**src/rtl/cpu_pkg.sv**
```systemverilog
// Shared CPU pipeline types and constants used by the fetch and decode stages.
package cpu_pkg;

  localparam logic [31:0] NOP_INSTR = 32'hE1A0_0000;

  typedef enum logic {FS_RUN, FS_HALT} fetch_state_t;

  typedef struct packed {
    logic [31:0] instr;
    logic [31:0] pc;
    logic [31:0] pc8;
    logic        valid;
  } if_id_t;

endpackage

```
**src/rtl/instr_fetch_pc_reg.sv**
```systemverilog
// 32-bit program counter register with synchronous reset value and load enable.
module pc_reg #(
  parameter logic [31:0] RESET_VAL = 32'h0000_0000
) (
  input  logic        clk,
  input  logic        rst,
  input  logic        load,
  input  logic [31:0] d,
  output logic [31:0] q
);

  always_ff @(posedge clk) begin
    if (rst)
      q <= RESET_VAL;
    else if (load)
      q <= d;
  end

endmodule

```
**src/rtl/instr_fetch.sv**
```systemverilog
// Pipeline IF stage: owns the PC, fetches from imem, fills the IF/ID register,
// honours stall/redirect, and halts on branch-to-self or an out-of-range PC.
module instr_fetch
  import cpu_pkg::*;
#(
  parameter logic [31:0] RESET_PC   = 32'h0000_0000,
  parameter int unsigned IMEM_WORDS = 64,
  parameter logic [31:0] HALT_INSTR = 32'hEAFF_FFFE
) (
  input  logic        clk,
  input  logic        rst,
  input  logic        stall_f,
  input  logic        br_taken,
  input  logic [31:0] br_target,
  output logic [31:0] imem_addr,
  input  logic [31:0] imem_instr,
  output logic [31:0] pc_f,
  output logic [31:0] if_id_instr,
  output logic [31:0] if_id_pc,
  output logic [31:0] if_id_pc8,
  output logic        if_id_valid,
  output logic        halted
);

  localparam logic [31:0] PC_LIMIT = 32'(4 * IMEM_WORDS);

  fetch_state_t state, state_n;
  if_id_t       ifid, ifid_n, bubble;
  logic         pc_ld;
  logic [31:0]  pc_d;

  pc_reg #(.RESET_VAL(RESET_PC)) u_pc (
    .clk  (clk),
    .rst  (rst),
    .load (pc_ld),
    .d    (pc_d),
    .q    (pc_f)
  );

  always_ff @(posedge clk) begin
    if (rst) begin
      state      <= FS_RUN;
      ifid.instr <= NOP_INSTR;
      ifid.pc    <= '0;
      ifid.pc8   <= 32'd8;
      ifid.valid <= 1'b0;
    end else begin
      state <= state_n;
      ifid  <= ifid_n;
    end
  end

  // A bubble keeps the previous pc/pc8 so they stay stable while invalid.
  always_comb begin
    bubble       = ifid;
    bubble.instr = NOP_INSTR;
    bubble.valid = 1'b0;
  end

  always_comb begin
    state_n = state;
    ifid_n  = ifid;
    pc_ld   = 1'b0;
    pc_d    = pc_f;
    unique case (state)
      FS_RUN: begin
        if (br_taken) begin
          pc_ld  = 1'b1;
          pc_d   = br_target & ~32'h3;
          ifid_n = bubble;
        end else if (!stall_f) begin
          if (pc_f >= PC_LIMIT) begin
            ifid_n  = bubble;
            state_n = FS_HALT;
          end else begin
            ifid_n.instr = imem_instr;
            ifid_n.pc    = pc_f;
            ifid_n.pc8   = pc_f + 32'd8;
            ifid_n.valid = 1'b1;
            if (imem_instr == HALT_INSTR) begin
              state_n = FS_HALT;
            end else begin
              pc_ld = 1'b1;
              pc_d  = pc_f + 32'd4;
            end
          end
        end
      end
      FS_HALT: ifid_n = bubble;
      default: state_n = FS_RUN;
    endcase
  end

  assign imem_addr   = pc_f;
  assign if_id_instr = ifid.instr;
  assign if_id_pc    = ifid.pc;
  assign if_id_pc8   = ifid.pc8;
  assign if_id_valid = ifid.valid;
  assign halted      = (state == FS_HALT);

endmodule

```
**config.mk**
```make
export PLATFORM = sky130hd
export DESIGN_NAME = instr_fetch
export DESIGN_NICKNAME = d
export VERILOG_FILES = /design/src/rtl/cpu_pkg.sv /design/src/rtl/instr_fetch_pc_reg.sv /design/src/rtl/instr_fetch.sv
export SDC_FILE = /design/constraint.sdc
export NUM_CORES = 1
export LEC_CHECK = 0
export CAP_MARGIN = 20
export CELL_PAD_IN_SITES_DETAIL_PLACEMENT = 0
export CELL_PAD_IN_SITES_GLOBAL_PLACEMENT = 1
export CORE_MARGIN = 5
export CORE_UTILIZATION = 27
export CTS_CLUSTER_SIZE = 8
export DETAILED_ROUTE_END_ITERATION = 6
export PLACE_DENSITY = 0.73
export RECOVER_POWER = 50
export SYNTH_ARGS = -nofsm -noshare
export SYNTH_HDL_FRONTEND = slang
export SYNTH_SLANG_ARGS = --single-unit
```
**constraint.sdc**
```tcl
create_clock -name clk -period 2 [get_ports clk]
set_input_delay 0.2 -clock clk [delete_from_list [all_inputs] [get_ports clk]]
set_output_delay 0.2 -clock clk [all_outputs]
set_load 0.1 [all_outputs]
```
# Word level (Yosys, flattened, before mapping)
# Cells that the tools add are included.
totals:
  ff_bits: 130
  latchBits: 0
  ramBits: 0
  mem_bits_ro: 0
  in_bits: 68
  out_inout_bits: 162
  word_cells: 38
  memories: 0
classes:
  n_addsub: 2
  mul: 0
  div_mod_pow: 0
  magnitude_cmp: 1
  eq_ne: 8
  shift: 0
  mux: 18
  n_bitwise: 1
  n_reduce_logical: 2
ops:
  columns: ["cell", "n"]
  rows:
  - ["$mux 97", 3]
  - ["$pmux 97 s2", 1]
  - ["$mux 32", 4]
  - ["$add 32x3->32 const B", 1]
  - ["$add 32x4->32 const B", 1]
  - ["$eq 32x32->1 const B", 1]
  - ["$ge 32x9->1 const B", 1]
  - ["$mux 1", 10]
  - ["$ne 2x2->1 const B", 5]
  - ["$reduce_and 5->1", 1]
  - ["$reduce_and 4->1", 1]
  - ["$ne 3x3->1 const B", 1]
  - ["$ne 2x1->1 const B", 1]
  - ["$not 1->1", 1]

# Depth between registers and ports, before layout
# Gate-level depths: netlist (run 1).
depth:
  word_depth: 7
  mapped_depth: 8
  mapped_depth_nobuf: 6

# Modules after synthesis
# Synthesis (run 1) repeated with hierarchy kept, for this count alone.
hier_totals:
  hier_cells: 520
  hier_area_um2: 5168.7
by_module_without_submodules:
  columns: ["mod", "instances", "cells_per_inst", "area_each_um2", "seq_area_each_um2"]
  rows:
  - ["instr_fetch", 1, 417, 4005.1, 1901.8]
  - ["pc_reg", 1, 103, 1163.6, 640.6]

# Worst setup path before layout (run 1)
# No wires, ideal clock.
synth_timing:
  kind: "reg-to-reg"
  from: "reg u_pc.q[20]"
  to: "reg u_pc.q[4]"
  setup_ns: 0.118
  arrival_time_ns: 2.292
  t_required_ns: 1.882
  path_slack_ns: -0.410
  path_stages_with_launch: 7
  path_buffers: 1
  synth_period_minus_slack_ns: 2.410
  cell_sequence: "dfxtp_1 nor4_2 nand4_4 a2111oi_4 buf_6 o22ai_1 a32o_1"
synth_between:
  elab_chain_len: 6
  elab_cells_between_ends: 7
  classes_between: "order compare: 1; eq/ne: 1; mux: 4; reduce/logical: 1"
synth_lines:
  columns: ["item", "line", "source"]
  rows:
  - ["start: declaration", "instr_fetch_pc_reg.sv:9", "output logic [31:0] q"]
  - ["start signal: assignment", "instr_fetch_pc_reg.sv:14", "q <= RESET_VAL;"]
  - ["start signal: assignment", "instr_fetch_pc_reg.sv:16", "q <= d;"]
  - ["$ge 32x9->1 (*)", "instr_fetch.sv:72", "if (pc_f >= PC_LIMIT) begin"]
  - ["$mux 1", "instr_fetch.sv:72", null]
  - ["$mux 1", "instr_fetch.sv:71", "end else if (!stall_f) begin"]
  - ["$mux 1", "instr_fetch.sv:67", "if (br_taken) begin"]
  - ["$mux 1", "instr_fetch.sv:65", "unique case (state)"]
  - ["$reduce_and 5->1 (no source line) (*)", null, null]
# Mark *: on every way between the ends. The rest lies on a longest branch, timed or not.
# A chain may end at the register's enable or synchronous reset.

# Worst setup path in the final report (run 1)
layout_timing:
  from: "reg u_pc.q[29]"
  to: "reg u_pc.q[28]"
# The elaborated chain is that of the path after synthesis.

==> run metrics, run 1 <==
status=complete, but fails checks; failing checks=negative setup slack; met2 usage=0.248; Worst Path Arrival=2300 ps; area leader, netlist=dfxtp_1; H-tree Lvls=4; MaxCap Viol Count=0; first-pass GRT wire length=25,900 microns; Die ar.=0.0212 sq mm; CTS Root Cell=clkbuf_16; combinational fraction of design power=0.195; Net count, final=819; core area=0.0180 sq mm; TritonCTS Buffers=17; final hold vios=0; min-delay src=rst; row count=49; GRT busiest layer=met2; CP Capture Type=register; DP Wirelength=12,100 microns; Clock Skew=6.84 ps; Total Power=6.94 mW; Final Setup Violations=6; vias in the first global route=4,713; Initial DRC Count=191; Max IR drop VDD=0.000536 V; Crit path required time=2270 ps; Final Max Tran Viols=0; clk_lat worst skew=410 ps; Max Freq=491 MHz; Pint=4.58 mW; count of warnings emitted by yosys=0; layout cells sized above 1=0.394; Layout area overhead=55.1%; WL/cell=16.7 microns; worst slew pin tran=701 ps; diodes inserted=0; Crit Path Class=reg -> reg; Core Util, Final=0.428; Post-synth top cells=124 x dfxtp_1, 55 x nor2_1, 50 x and2_1, 39 x buf_4; Power Density=900 mW/mm^2; die height=146 microns; Clock Power Share=0.436; Sequential Power Share=0.369; first-pass detailed-route iteration total=4; Static Leak=3.27 nW; relative max-transition margin=0.533; top-count cell post-synth=dfxtp_1; GRT met3 Usage=0.0598; HP Class=in -> reg; Reg2Reg Setup Slack=-40 ps; top post-synthesis cells by area=dfxtp_1 50%, and2_1 6.3%, buf_4 5.9%; largest net degree at the start of global routing=63; FF+latch count, synth=124; fill count=1,763; crit-path max FO=8; post-route ant nets=0; setup repair after global routing missed its margin=true; Post-Syn Area=0.00498 sq mm; Reg clk slew, reported paths=60 ps; worst setup margin=-36.2 ps; Top FF cell, synth=dfxtp_1; CTS tree=done; met1 GRT Util=0.179; Yosys cell types=50; drt drc=0; clk sinks=124; Critical Path Start=u_pc.q[29]; Reg-to-Reg Start=u_pc.q[29]; die width=146 microns; Sw Pwr=2.36 mW; Vias=4,645; Syn Inst Count=526; Initial Util=0.276; initial antenna violation count=0; Synth top area share=0.499; total gr overflow=0; Sw Ratio=0.340; crit path launch type=register; port bufs=223; Tcrit/Tclk final=1.02; CTS Buffer Depth=2; GP Congestion=0.796; post-synthesis async set-or-reset flop share=0; register area share after synthesis=0.499; Avg Cell Area, Syn=9.46 sq um; shortest period the worst path allows=2040 ps; Total GRT Usage=0.150; IO Pins=230; post-DR vias/cell=4.69; Detailed Route WL=16,600 microns; number of flops mapped to enable cells by yosys=0
==> worst paths after layout <==
kind | end | depth (start not counted)
worst max-delay path | u_pc.q[28] | 8
worst min-delay path | if_id_pc[6] | 2
worst max register to register | u_pc.q[28] | 8
worst min register to register | if_id_pc[28] | 1
==> cells by family (layout without fill, tap and decap cells) <==
logic type                 Yosys count  in the layout  synth area share
DFF                                124            124             0.499
other                                1              4          0.000754
and+or+nand+nor                    204            204             0.236
muxes                               10             10            0.0201
AOI/OAI and AO/OA                   97             97             0.134
adders and majority gates            3              3           0.00754
buffers and inverters               83            315            0.0955
xor gates and xnor gates             4              4           0.00704
==> flip-flops by register name, indices dropped and copies added, names as in the netlist <==
| name | cells |
|---|---|
| halted | 1 |
| if_id_instr | 32 |
| if_id_pc | 31 |
| if_id_pc8 | 29 |
| if_id_valid | 1 |
| u_pc.q | 30 |
==> worst max-delay path, cell delays in order (launching register included) <==
cell	delay, ps
dfxtp_4	350
nor4_4	340
nand4_4	200
a2111oi_4	380
buf_6	180
buf_12	130
buf_12	110
nand3b_1	140
a21oi_2	70
==> power by group through the flow <==
stage               sequential [mW]  combinational [mW]  clock [mW]
finish                         2.56                1.36        3.02
global route                   2.57                1.42        3.25
CTS                            2.57                1.36        3.10
detailed placement             2.62                1.34           0
global placement               2.62                1.33           0
floorplan                      2.95               0.636           0
==> stage by stage <==
step	hold slack [ps]	area, sq um	setup slack (ps)	setup TNS, ps	std cells
final	77.2	7720	-36.2	-78.7	990
after global routing	74.4	7720	-160	-3760	990
after CTS	47.1	7860	-48.0	-613	985
after detailed placement	448	7140	-429	-10240	949
after global placement	444	7130	-407	-21520	948
after floorplan	344	5120	-66.9	-107	529
==> cell type report <==
type / count / area (sq um) / area share
clock inverters: 15 / 161 / 0.0209
well taps: 229 / 287 / 0.0371
multi-input cells: 322 / 2150 / 0.279
inverters: 7 / 26.3 / 0.00340
flip-flops and latches: 124 / 2550 / 0.331
repair buffers: 276 / 2110 / 0.273
clock buffers: 17 / 425 / 0.0551
==> routing by layer <==
metal | routed length, microns | share of wire
met4 | 227 | 0.014
met2 | 8100 | 0.49
met5 | 0 | 0
met1 | 6870 | 0.41
met3 | 1360 | 0.082
==> cells in the final DEF (no fill, tap or decap), types with 4 or more instances in the layout <==
master,Yosys,final
clkbuf_2,0,109
dfxtp_1,124,94
buf_4,39,89
clkdlybuf4s50_1,0,63
nor2_1,55,54
and2_1,50,49
a22oi_1,28,28
a21oi_1,26,24
nand3_1,21,21
clkbuf_16,0,19
nand2_1,17,16
dfxtp_2,0,16
nand3b_1,14,14
dfxtp_4,0,14
o21ai_0,15,12
mux2i_1,10,10
nand4_1,9,9
nor4_1,10,8
inv_6,0,7
buf_12,0,7
inv_1,6,6
nor4_4,1,6
a211oi_1,6,6
inv_8,0,6
a32o_1,5,5
or3_1,4,4
conb_1,1,4
==> what timing repair did <==
action,4_1_cts,5_1_grt
setup buffers,3,3
gates resized for setup,11,16
setup endpoints to repair,17,85
cloned,1,2
pin swaps,10,12
hold buffers,0,0
Power figures use the tool's default switching activity.
==> run 2, diff against run 1 <==
- CTS_CLUSTER_SIZE: 8 -> 30
==> results of run 2 <==
Same layout as run 1: the final DEF is identical, and so are final timing and power.
==> run 3, diff against run 2 <==
- CELL_PAD_IN_SITES_DETAIL_PLACEMENT: 0 -> 1
==> run 3 against run 2 <==
  * The run still ends with negative setup slack left
  * Sequential share of layout area fell by 0.49 points
  * Combinational power barely moved
  * Via count rose by 1.7%
  * Sequential cell count did not move
  * Final cell count rose by 0.40%
==> run metrics, run 3 (synthesis results as in run 1) <==
status=complete, but fails checks; failing checks=negative setup slack; IO Pins=230; worst slew pin tran=718 ps; Clock Skew=13.0 ps; WL/cell=18.3 microns; Final Max Tran Viols=0; Worst Path Arrival=2280 ps; layout cells sized above 1=0.398; total gr overflow=0; core area=0.0180 sq mm; CP Capture Type=register; largest net degree at the start of global routing=63; Sw Ratio=0.317; combinational fraction of design power=0.190; Pint=4.96 mW; Initial Util=0.276; Die ar.=0.0212 sq mm; port bufs=223; Initial DRC Count=189; Net count, final=822; clk_lat worst skew=420 ps; final hold vios=0; Total GRT Usage=0.165; most common cell after layout, fill and taps aside=buf_4; worst setup margin=-18.6 ps; Static Leak=3.33 nW; relative max-transition margin=0.521; Reg clk slew, reported paths=60 ps; Layout area overhead=57.4%; Crit path largest cell delay=350 ps; MaxCap Viol Count=0; clk sinks=124; die height=146 microns; CTS tree=done; Max Freq=495 MHz; met2 wire length=9300 microns; TritonCTS Buffers=17; setup repair after global routing missed its margin=true; HP Class=in -> reg; first-pass GRT wire length=28,200 microns; post-DR vias/cell=4.75; CTS Buffer Depth=2; wire length on met3=1320 microns; row count=49; post-route ant nets=0; max reg flops=32; crit-path max FO=5; Sequential Power Share=0.354; Clock Power Share=0.456; shortest period the worst path allows=2020 ps; Detailed Route WL=18,200 microns; H-tree Lvls=4; Vias=4,724; Sw Pwr=2.30 mW; vias in the first global route=5,053; met1 wire length=7290 microns; Max IR drop VDD=0.000642 V; initial antenna violation count=1; Core Util, Final=0.435; die width=146 microns; CP max-delay cell=dfxtp_4; first-pass detailed-route iteration total=4; worst slack, placed=-490 ps; Crit Path Class=reg -> reg; Top Metal Used=met4; Power Density=927 mW/mm^2; most used cell along the critical path=buf_12; commonest non-fill, non-tap cells in the layout=102 x buf_4, 97 x clkbuf_2, 94 x dfxtp_1, 63 x clkdlybuf4s50_1, 53 x nor2_1; CTS Root Cell=clkbuf_16; Crit path required time=2260 ps; drt drc=0; Final Setup Violations=6; Tcrit/Tclk final=1.01; DP Wirelength=13,400 microns; Critical Path, Cell by Cell=nor4_4 > nand4_4 > a2111oi_4 > buf_6 > buf_12 > buf_12 > nand3b_1 > a21oi_2; GP Congestion=0.796; hold slack=104 ps; crit path launch type=register
-- run 3: power groups by stage --
stage	logic (mW)	registers [mW]	clock network, mW
after CTS	1.38	2.57	3.40
after global routing	1.43	2.57	3.51
after global placement	1.33	2.62	0
final	1.38	2.57	3.31
after detailed placement	1.35	2.62	0
after floorplan	0.636	2.95	0
-- run 3: worst max-delay path: cells and delay by family (launching register included) --
kind | cells | cell delay, ps
buf+inv | 3 | 440
flops | 1 | 350
compound gates | 2 | 400
simple gates | 3 | 670
-- run 3: per-stage QoR --
step	instances	total power [mW]	instance area (sq um)	TNS, ps
after global placement	948	3.95	7130	-21520
after global routing	994	7.52	7830	-6500
after detailed placement	949	3.97	7140	-11770
after floorplan	529	3.58	5120	-107
final	994	7.26	7830	-55.5
after CTS	987	7.34	7950	-417
-- run 3: layer usage --
metal	vias to the layer above	GRT usage
met5	-	0
met4	0	0.0578
met3	21	0.0598
met2	156	0.288
met1	2279	0.184
li1	2268	-
-- run 3: final timing paths --
check                start             to  slack (ps)  cells after the start
min reg2reg  if_id_pc8[18]  if_id_pc8[18]         460                      1
max reg2reg     u_pc.q[22]     u_pc.q[25]         -20                      8
max             u_pc.q[22]     u_pc.q[25]         -20                      8
min                    rst    if_id_pc[6]         100                      2
-- run 3: timing repair --
item                       CTS  global route
buffers inserted             4             4
hold buffers                 0             0
setup endpoints to repair   32            82
gates cloned                 2             2
hold endpoints to repair     0             0
resized for setup           14            15
pin swaps                   11            10
-- run 3: area by class of cell --
type	instances	area, sq um
fill	2038	10200
sequential	124	2550
multi-input combinational	323	2170
timing repair buffer	278	2160
clock buffer	18	439
tap	229	287
clock inverter	14	196
inverter	7	26.3
antenna	1	2.50
